==> config.mk <==
export PLATFORM = sky130hd
export DESIGN_NAME = pipelined_mac_alu
export DESIGN_NICKNAME = d
export VERILOG_FILES = /design/src/rtl/alu_pkg.sv /design/src/rtl/alu_sat_narrow.sv /design/src/rtl/pipelined_mac_alu.sv
export SDC_FILE = /design/constraint.sdc
export NUM_CORES = 1
export LEC_CHECK = 0
export CAP_MARGIN = 5
export CELL_PAD_IN_SITES_DETAIL_PLACEMENT = 1
export CELL_PAD_IN_SITES_GLOBAL_PLACEMENT = 2
export CORE_MARGIN = 10
export CORE_UTILIZATION = 44
export CTS_BUF_LIST = sky130_fd_sc_hd__clkbuf_8
export CTS_CLUSTER_SIZE = 28
export DETAILED_ROUTE_END_ITERATION = 10
export PLACE_DENSITY_LB_ADDON = 0.1
export SYNTH_ARGS = -nofsm -noshare
export SYNTH_HDL_FRONTEND = slang
export SYNTH_SLANG_ARGS = --single-unit
==> constraint.sdc <==
create_clock -name clk -period 6.1 [get_ports clk]
set_input_delay 0.915 -clock clk [delete_from_list [all_inputs] [get_ports clk]]
set_output_delay 0.915 -clock clk [all_outputs]
set_load 0.02 [all_outputs]
==> src/rtl/alu_pkg.sv <==
// rtl/alu_pkg.sv - opcode enum, default widths and the narrowing helper for the MAC ALU
package alu_pkg;

    localparam int DATA_W_DEF   = 17;
    localparam int FRAC_W_DEF   = 15;
    localparam int NARROW_W_DEF = 2 * DATA_W_DEF + 1;

    typedef enum logic [2:0] {
        OP_PASS   = 3'd0,
        OP_ADD    = 3'd1,
        OP_SUB    = 3'd2,
        OP_MUL    = 3'd3,
        OP_MAC    = 3'd4,
        OP_CLRACC = 3'd5,
        OP_RDACC  = 3'd6
    } alu_op_t;

    // Returns {overflow, narrowed value} for the default widths.
    function automatic logic [DATA_W_DEF:0] sat_narrow(
        input logic [NARROW_W_DEF-1:0] x,
        input logic                    sat
    );
        logic [NARROW_W_DEF-DATA_W_DEF:0] hi;
        logic                             ovf;
        logic [DATA_W_DEF-1:0]            y;
        hi  = x[NARROW_W_DEF-1:DATA_W_DEF-1];
        ovf = !((&hi) | ~(|hi));
        y   = x[DATA_W_DEF-1:0];
        if (ovf && sat) begin
            y = {x[NARROW_W_DEF-1], {(DATA_W_DEF-1){~x[NARROW_W_DEF-1]}}};
        end
        return {ovf, y};
    endfunction

endpackage

==> src/rtl/alu_sat_narrow.sv <==
// rtl/alu_sat_narrow.sv - signed narrowing with overflow detect, clamp or wrap
module alu_sat_narrow #(
    parameter int IN_W  = 35,
    parameter int OUT_W = 17
) (
    input  logic [IN_W-1:0]  i_x,
    input  logic             i_sat,
    output logic [OUT_W-1:0] o_y,
    output logic             o_ovf
);

    // The value fits iff every bit from the target sign bit upward agrees.
    logic [IN_W-OUT_W:0] w_hi;
    logic                w_ovf;

    assign w_hi  = i_x[IN_W-1:OUT_W-1];
    assign w_ovf = !((&w_hi) | ~(|w_hi));

    assign o_ovf = w_ovf;
    assign o_y   = (w_ovf && i_sat) ? {i_x[IN_W-1], {(OUT_W-1){~i_x[IN_W-1]}}}
                                    : i_x[OUT_W-1:0];

endmodule

==> src/rtl/pipelined_mac_alu.sv <==
// rtl/pipelined_mac_alu.sv - two-stage signed ALU with accumulator, saturation and handshakes
module pipelined_mac_alu
    import alu_pkg::*;
#(
    parameter int DATA_W = DATA_W_DEF,
    parameter int FRAC_W = FRAC_W_DEF
) (
    input  logic                     clk,
    input  logic                     rst,
    input  logic                     in_valid,
    output logic                     in_ready,
    input  logic [2:0]               alu_op,
    input  logic                     sat_mode,
    input  logic signed [DATA_W-1:0] src1_data,
    input  logic signed [DATA_W-1:0] src2_data,
    output logic                     out_valid,
    input  logic                     out_ready,
    output logic signed [DATA_W-1:0] result,
    output logic                     overflow,
    output logic                     ovf_sticky,
    input  logic                     clear_sticky
);

    localparam int RAW_W = 2 * DATA_W;
    localparam int NAR_W = RAW_W + 1;

    logic                    r_s1_valid;
    alu_op_t                 r_s1_op;
    logic                    r_s1_sat;
    logic signed [RAW_W-1:0] r_s1_raw;
    logic                    r_s2_valid;
    logic [DATA_W-1:0]       r_result;
    logic                    r_ovf;
    logic                    r_sticky;
    logic signed [DATA_W-1:0] r_acc;

    logic                    w_s2_adv;
    logic                    w_s1_adv;
    alu_op_t                 w_op;
    logic signed [RAW_W-1:0] w_a_ext;
    logic signed [RAW_W-1:0] w_b_ext;
    logic signed [RAW_W-1:0] w_prod;
    logic signed [RAW_W-1:0] w_raw;
    logic signed [NAR_W-1:0] w_nar_in;
    logic [DATA_W-1:0]       w_nar_res;
    logic                    w_nar_ovf;

    assign w_s2_adv = !r_s2_valid || out_ready;
    assign w_s1_adv = !r_s1_valid || w_s2_adv;
    assign in_ready = w_s1_adv;

    assign w_op    = alu_op_t'(alu_op);
    assign w_a_ext = RAW_W'(src1_data);
    assign w_b_ext = RAW_W'(src2_data);
    // Operands fit in DATA_W, so the low RAW_W bits hold the exact product.
    assign w_prod  = w_a_ext * w_b_ext;

    always_comb begin
        w_raw = w_a_ext;
        case (w_op)
            OP_ADD:              w_raw = w_a_ext + w_b_ext;
            OP_SUB:              w_raw = w_a_ext - w_b_ext;
            OP_MUL, OP_MAC:      w_raw = w_prod >>> FRAC_W;
            OP_CLRACC, OP_RDACC: w_raw = '0;
            default:             w_raw = w_a_ext;
        endcase
    end

    always_comb begin
        w_nar_in = NAR_W'(r_s1_raw);
        case (r_s1_op)
            OP_MAC:   w_nar_in = NAR_W'(r_acc) + NAR_W'(r_s1_raw);
            OP_RDACC: w_nar_in = NAR_W'(r_acc);
            default:  w_nar_in = NAR_W'(r_s1_raw);
        endcase
    end

    alu_sat_narrow #(
        .IN_W  (NAR_W),
        .OUT_W (DATA_W)
    ) u_narrow (
        .i_x   (w_nar_in),
        .i_sat (r_s1_sat),
        .o_y   (w_nar_res),
        .o_ovf (w_nar_ovf)
    );

    // acc only moves on the S1->S2 transfer, so a stalled MAC is applied once.
    always_ff @(posedge clk or posedge rst) begin
        if (rst) begin
            r_s1_valid <= 1'b0;
            r_s1_op    <= OP_PASS;
            r_s1_sat   <= 1'b0;
            r_s1_raw   <= '0;
            r_s2_valid <= 1'b0;
            r_result   <= '0;
            r_ovf      <= 1'b0;
            r_sticky   <= 1'b0;
            r_acc      <= '0;
        end else begin
            if (w_s1_adv) begin
                r_s1_valid <= in_valid;
                if (in_valid) begin
                    r_s1_op  <= w_op;
                    r_s1_sat <= sat_mode;
                    r_s1_raw <= w_raw;
                end
            end
            if (w_s2_adv) begin
                r_s2_valid <= r_s1_valid;
                if (r_s1_valid) begin
                    r_result <= w_nar_res;
                    r_ovf    <= w_nar_ovf;
                    if (r_s1_op == OP_MAC) begin
                        r_acc <= w_nar_res;
                    end else if (r_s1_op == OP_CLRACC) begin
                        r_acc <= '0;
                    end
                end
            end
            if (clear_sticky) begin
                r_sticky <= 1'b0;
            end else if (w_s2_adv && r_s1_valid && w_nar_ovf) begin
                r_sticky <= 1'b1;
            end
        end
    end

    assign out_valid  = r_s2_valid;
    assign result     = r_result;
    assign overflow   = r_ovf;
    assign ovf_sticky = r_sticky;

endmodule

# After elaboration in Yosys (flattened, before gate mapping)
# Cells that the tools add are included.
# word_totals
elab_cells,49
in_bits,43
out_inout_bits,21
register_bits,76
# classes
n_mul,1
mux,7
eq_ne,9
n_reduce_logical,17
n_addsub,3
bitwise_logic,3
# op_table
op,count
one-hot mux 34 bit (4 select lines),1
one-hot mux 35 bit (2 select lines),1
2-to-1 mux 17 bit,3
adder 17 x 34 -> 35 bit,1
multiplier 17 x 17 -> 34 bit,1
AND reduction 19 bit,1
OR reduction 19 bit,1
adder 17 x 17 -> 18 bit,1
equality test 3 bit (second input constant),6
subtractor 17 x 17 -> 18 bit,1
equality test 3 x 2 -> 1 bit (second input constant),2
AND reduction 2 bit,2
nonzero test 2 bit,2
OR reduction 2 bit,2
equality test 3 x 1 -> 1 bit (second input constant),1
logical AND 1 bit,3
zero test 1 bit,3
AND reduction 3 bit,1
logical OR 1 bit,2
2-to-1 mux 1 bit,2
inverter 1 bit,2
bitwise OR 1 bit,1

# Depth between registers and ports, before layout
# depth
ltp_word,9
depth_mapped,25
ltp_nobuf,24

# Hierarchy
# Synthesis repeated with hierarchy kept, for this count alone.
# unflattened
cells_unflattened,1859
hier_area_um2,16392.0
# modules_own_cells
mod,seq_area_each_um2,cells_per_inst,instances,area_per_inst_um2
pipelined_mac_alu,1526.5,1824,1,16118.0
alu_sat_narrow,0.0,35,1,274.0

# Worst setup path after synthesis
# Ideal clock, no wire load.
# synth_timing
kind,input-to-reg
startpoint,in src1_data[16]
endpoint,reg r_s1_raw[15]
setup_ns,0.082
t_required_ns,6.018
path_buffers,1
arrival_ns,6.614
slack_ns,-0.596
stages,19
path_cell_list,clkbuf_1 > nand2_1 > inv_1 > fa_1 > fa_1 > fa_1 > fa_1 > fa_1 > inv_1 > fa_1 > inv_1 > ha_1 > a21o_1 > a211oi_1 > or2_2 > a21boi_0 > a211oi_1 > or4_1 > a31oi_1
# synth_via
elab_chain_len,2
# synth_rtl
element,line_no,source
from (decl),pipelined_mac_alu.sv:14,"input logic signed [DATA_W-1:0] src1_data,"
multiplier 17 x 17 -> 34 bit,pipelined_mac_alu.sv:56,assign w_prod = w_a_ext * w_b_ext;
one-hot mux 34 bit (4 select lines),pipelined_mac_alu.sv:60,case (w_op)
to (signal assigned),pipelined_mac_alu.sv:106,r_s1_raw <= w_raw;
to (decl),pipelined_mac_alu.sv:30,logic signed [RAW_W-1:0] r_s1_raw;
# No other way between the ends.
# A chain may end at the register's enable or synchronous reset.

# Worst setup path in the final report
# layout_timing
startpoint,in src1_data[5]
endpoint,reg r_s1_raw[17]
# layout_via
elab_chain_len,2
word_cells_on_any_way,4
cone_classes,2 x add/sub; 1 x mul; 1 x mux
# layout_rtl
element,line_no
multiplier 17 x 17 -> 34 bit (tied with other cells),pipelined_mac_alu.sv:56
one-hot mux 34 bit (4 select lines) *,pipelined_mac_alu.sv:60
# Every way passes the cells marked *; elsewhere a longest branch is shown, timed or not.

==> impl_results.md <==
* Largest net degree at the start of global routing at 62
* Via/cell ratio at 5.551
* Synth Area in Adders at 46.10%
* Global route overflow at 0
* Top delay family on crit path: adder cells
* Top post-synthesis cells by count: inv_1 (347), fa_1 (298), nand2_1 (214)
* DRC at 0
* Final setup vio count at 19
* CTS tree: yes
* Router iterations before antenna repair at 5
* Mux share of post-synthesis cell area at less than 1%
* Worst-Margin Slew at 1.399 ns
* Yosys top cell area share at a little over a third
* Die width at ~210 µm
* CP Launch Type: primary input
* Critical Path RT at 6.35 ns
* Root buffer cell: clkbuf_8
* Reg area at 1526 µm²
* Main combinational cell family by area after synthesis: adder cells
* Hold Vio Cnt, Final at 0
* Num Clock Sinks at 61
* RSZ-0062 raised after global routing: true
* Async SR Flop Fraction at 100.0%
* HPWL Detailed at 49100 µm
* Global-route wire length before repair at 98400 µm
* Fin crit share at 108.3%
* Final Critical Period at roughly 6.6 ns
* R2r endpoint: r_acc[11]
* Worst Reg-to-Reg Cells at 11
* Skew-Pair Late Insertion Delay at 0.36 ns
* Post-synth cell types at 81
* Highest Clock Rate at 151.3 MHz
* Design area at 21820 µm²
* Initial drt markers at ~850
* Max incr delay on CP at 0.56 ns
* Initial antenna violation count at 1
* Multi-input gate area at 14480 µm²
* Hold crit path type: flip-flop to flip-flop
* CP Class: primary input to flip-flop
* Tot GR Track Use at between 20% and 30%
* CP max FO at 4
* YS warnings at 0
* Synthesized flop and latch total at 61
* Gpl congestion at a little under 0.9
* Max Slew Vio Count at 0
* H-tree Lvls at 3
* Die area at approximately 46000 µm²
* Biggest area consumer among synthesized cells: fa_1
* Vias in the first global route at approximately 17000
* Final worst-path setup slack at -0.5078 ns
* Worst path bufs/invs at 9
* CP Capture Type: flip-flop
* Hold Crit Start: overflow
* Post-synthesis sequential area ratio at 9.193%
* Fillers at 4295
* CP max-delay cell: fa_1
* Pre-CTS WS at -1.275 ns
* Port Buf Inserts at 63
* Syn_area_per_cell at 8.608 µm²
* WHS Path Cells at 2
* I/O pin count at between 60 and 70
* Final net count at 2719
* Count leader, synth: inv_1
* Post-synthesis cell count at 1929
* Synth Area in Compound Gates at 15.39%
* CTS Buf Count at 9
* Post-synthesis xor/xnor area fraction at 2.268%
* CP dominant cell by count: fa_1
* ANT nets after route at 0
* Clock Skew at between 0.01 and 0.015 ns
* Mapped Area at 16600 µm²
* Critical Path AT at 6.86 ns
* Routed len/inst at 23.14 µm
* Worst slew margin at 5.749%
* DR vias at 15320
* Syn-to-layout area delta at 31.38%
* Core area at 37490 µm²
* Synth area leaders: fa_1 (36%), ha_1 (10%), dfrtp_1 (9.2%), inv_1 (7.8%), nand2_1 (4.8%)
* Rows at 71
* Cell Area, Placed at 19760 µm²
* Ys flop type: dfrtp_1
* Hold buffer count at cts at 0
* Hold Path Sink: overflow
* Syn_nets at roughly 2400
* EDFF count, synth at 0
* Bufs on Longest Clock Path at 2
* Die H at 214.3 µm
* R2r startpoint: r_s1_raw[0]
* Starting Density at 44.29%
* Setup TNS at -5.588 ns
* R2r setup slk at 1.73 ns
* Max_cap viols at 0
* Status: finished with violations
* Clock slew at reported path FFs at 0.07 ns
* Final WL at 63850 µm
* Simple-Gate Fraction of Synth Area at 16.69%
* Failing checks: setup timing
* Layout cells sized above 1 at 26.20%
-- logic make-up (layout without fill, tap and decap cells) --
family          count (synthesis)  in the layout
mux                             7              7
buf+inv                       431            750
other cells                     0              1
xor+xnor                       43             43
compound gates                375            375
simple gates                  579            579
flops                          61             61
fa+ha+maj                     433            433
-- worst max-delay path by stage --
stage	startpoint	to	slack (ns)	depth (start not counted)
after global routing	src1_data[5]	r_s1_raw[17]	-0.63	26
after detailed placement	src1_data[6]	r_s1_raw[16]	-1.27	23
after CTS	src1_data[5]	r_s1_raw[11]	-0.33	24
final	src1_data[5]	r_s1_raw[17]	-0.51	26
after global placement	src1_data[6]	r_s1_raw[11]	-1.19	23
after floorplan	src1_data[13]	r_s1_raw[32]	-0.15	23
-- stage by stage --
step | instances | util (%) | hold WS, ns
6_report | 2760 | 58.19 | 0.4876
5_1_grt | 2760 | 58.19 | 0.5058
4_1_cts | 2732 | 56.50 | 0.4919
3_5_place_dp | 2658 | 52.70 | 0.4745
3_3_place_gp | 2658 | 52.70 | 0.4648
2_1_floorplan | 1929 | - | 0.4635
-- layer usage --
layer	GRT usage, %	vias up	wire length [µm]
li1	-	6846	-
met1	35.53	8026	27670
met2	47.18	363	32170
met3	2.821	86	2568
met4	5.105	0	1440
met5	0	-	0
-- state kept, by name, indices dropped and copies added, names as in the netlist --
register	cells
overflow	1
ovf_sticky	1
r_s1_op	3
r_s1_sat	1
r_acc	17
result	17
out_valid	1
r_s1_valid	1
r_s1_raw	19
-- layout by cell type, fill, tap and decap left out, types with 8 or more instances in the layout --
| cell type | instances |
|---|---|
| a211oi_1 | 11 |
| a21o_1 | 24 |
| a21oi_1 | 79 |
| a21oi_2 | 13 |
| a21oi_4 | 8 |
| a22o_1 | 21 |
| a31oi_1 | 9 |
| and2_1 | 97 |
| and2_4 | 23 |
| buf_12 | 25 |
| buf_2 | 9 |
| buf_4 | 243 |
| buf_6 | 51 |
| clkbuf_8 | 9 |
| clkdlybuf4s50_1 | 31 |
| dfrtp_1 | 61 |
| fa_1 | 281 |
| fa_2 | 17 |
| ha_1 | 114 |
| ha_4 | 18 |
| inv_1 | 308 |
| inv_2 | 40 |
| nand2_1 | 192 |
| nand2_2 | 18 |
| nand2b_1 | 25 |
| nand3_1 | 16 |
| nor2_1 | 107 |
| nor2b_1 | 9 |
| nor3_1 | 22 |
| o211ai_1 | 14 |
| o21a_1 | 11 |
| o21ai_0 | 50 |
| o21ai_1 | 13 |
| o22ai_1 | 13 |
| or3_1 | 11 |
| xnor2_1 | 24 |
| xor2_1 | 9 |
-- layout make-up --
class                   instances  area share (%)
multi-input cells            1437           66.37
repair buffers                384           16.77
flip-flops and latches         61           6.997
inverters                     350           6.039
well taps                     511           2.931
clock buffers                   9          0.5678
clock inverters                 7          0.3097
diodes                          1         0.01147
-- worst reg2reg max path: cells and delay by family, from the launching register on --
kind	cells	cell delay [ns]
AND/OR/NAND/NOR	1	0.41
AO/OA/AOI/OAI	8	2.74
adder cells (fa/ha/maj)	2	0.71
flip-flops	1	0.44
-- what timing repair did --
item | CTS | global route
setup endpoints to repair | 19 | 19
buffers inserted | 50 | 31
resized for setup | 304 | 132
cloned | 8 | 1
pin swaps | 129 | 119
Power is not shown: default switching activity piles up to over one toggle a cycle in this logic, so the estimate is an artifact.
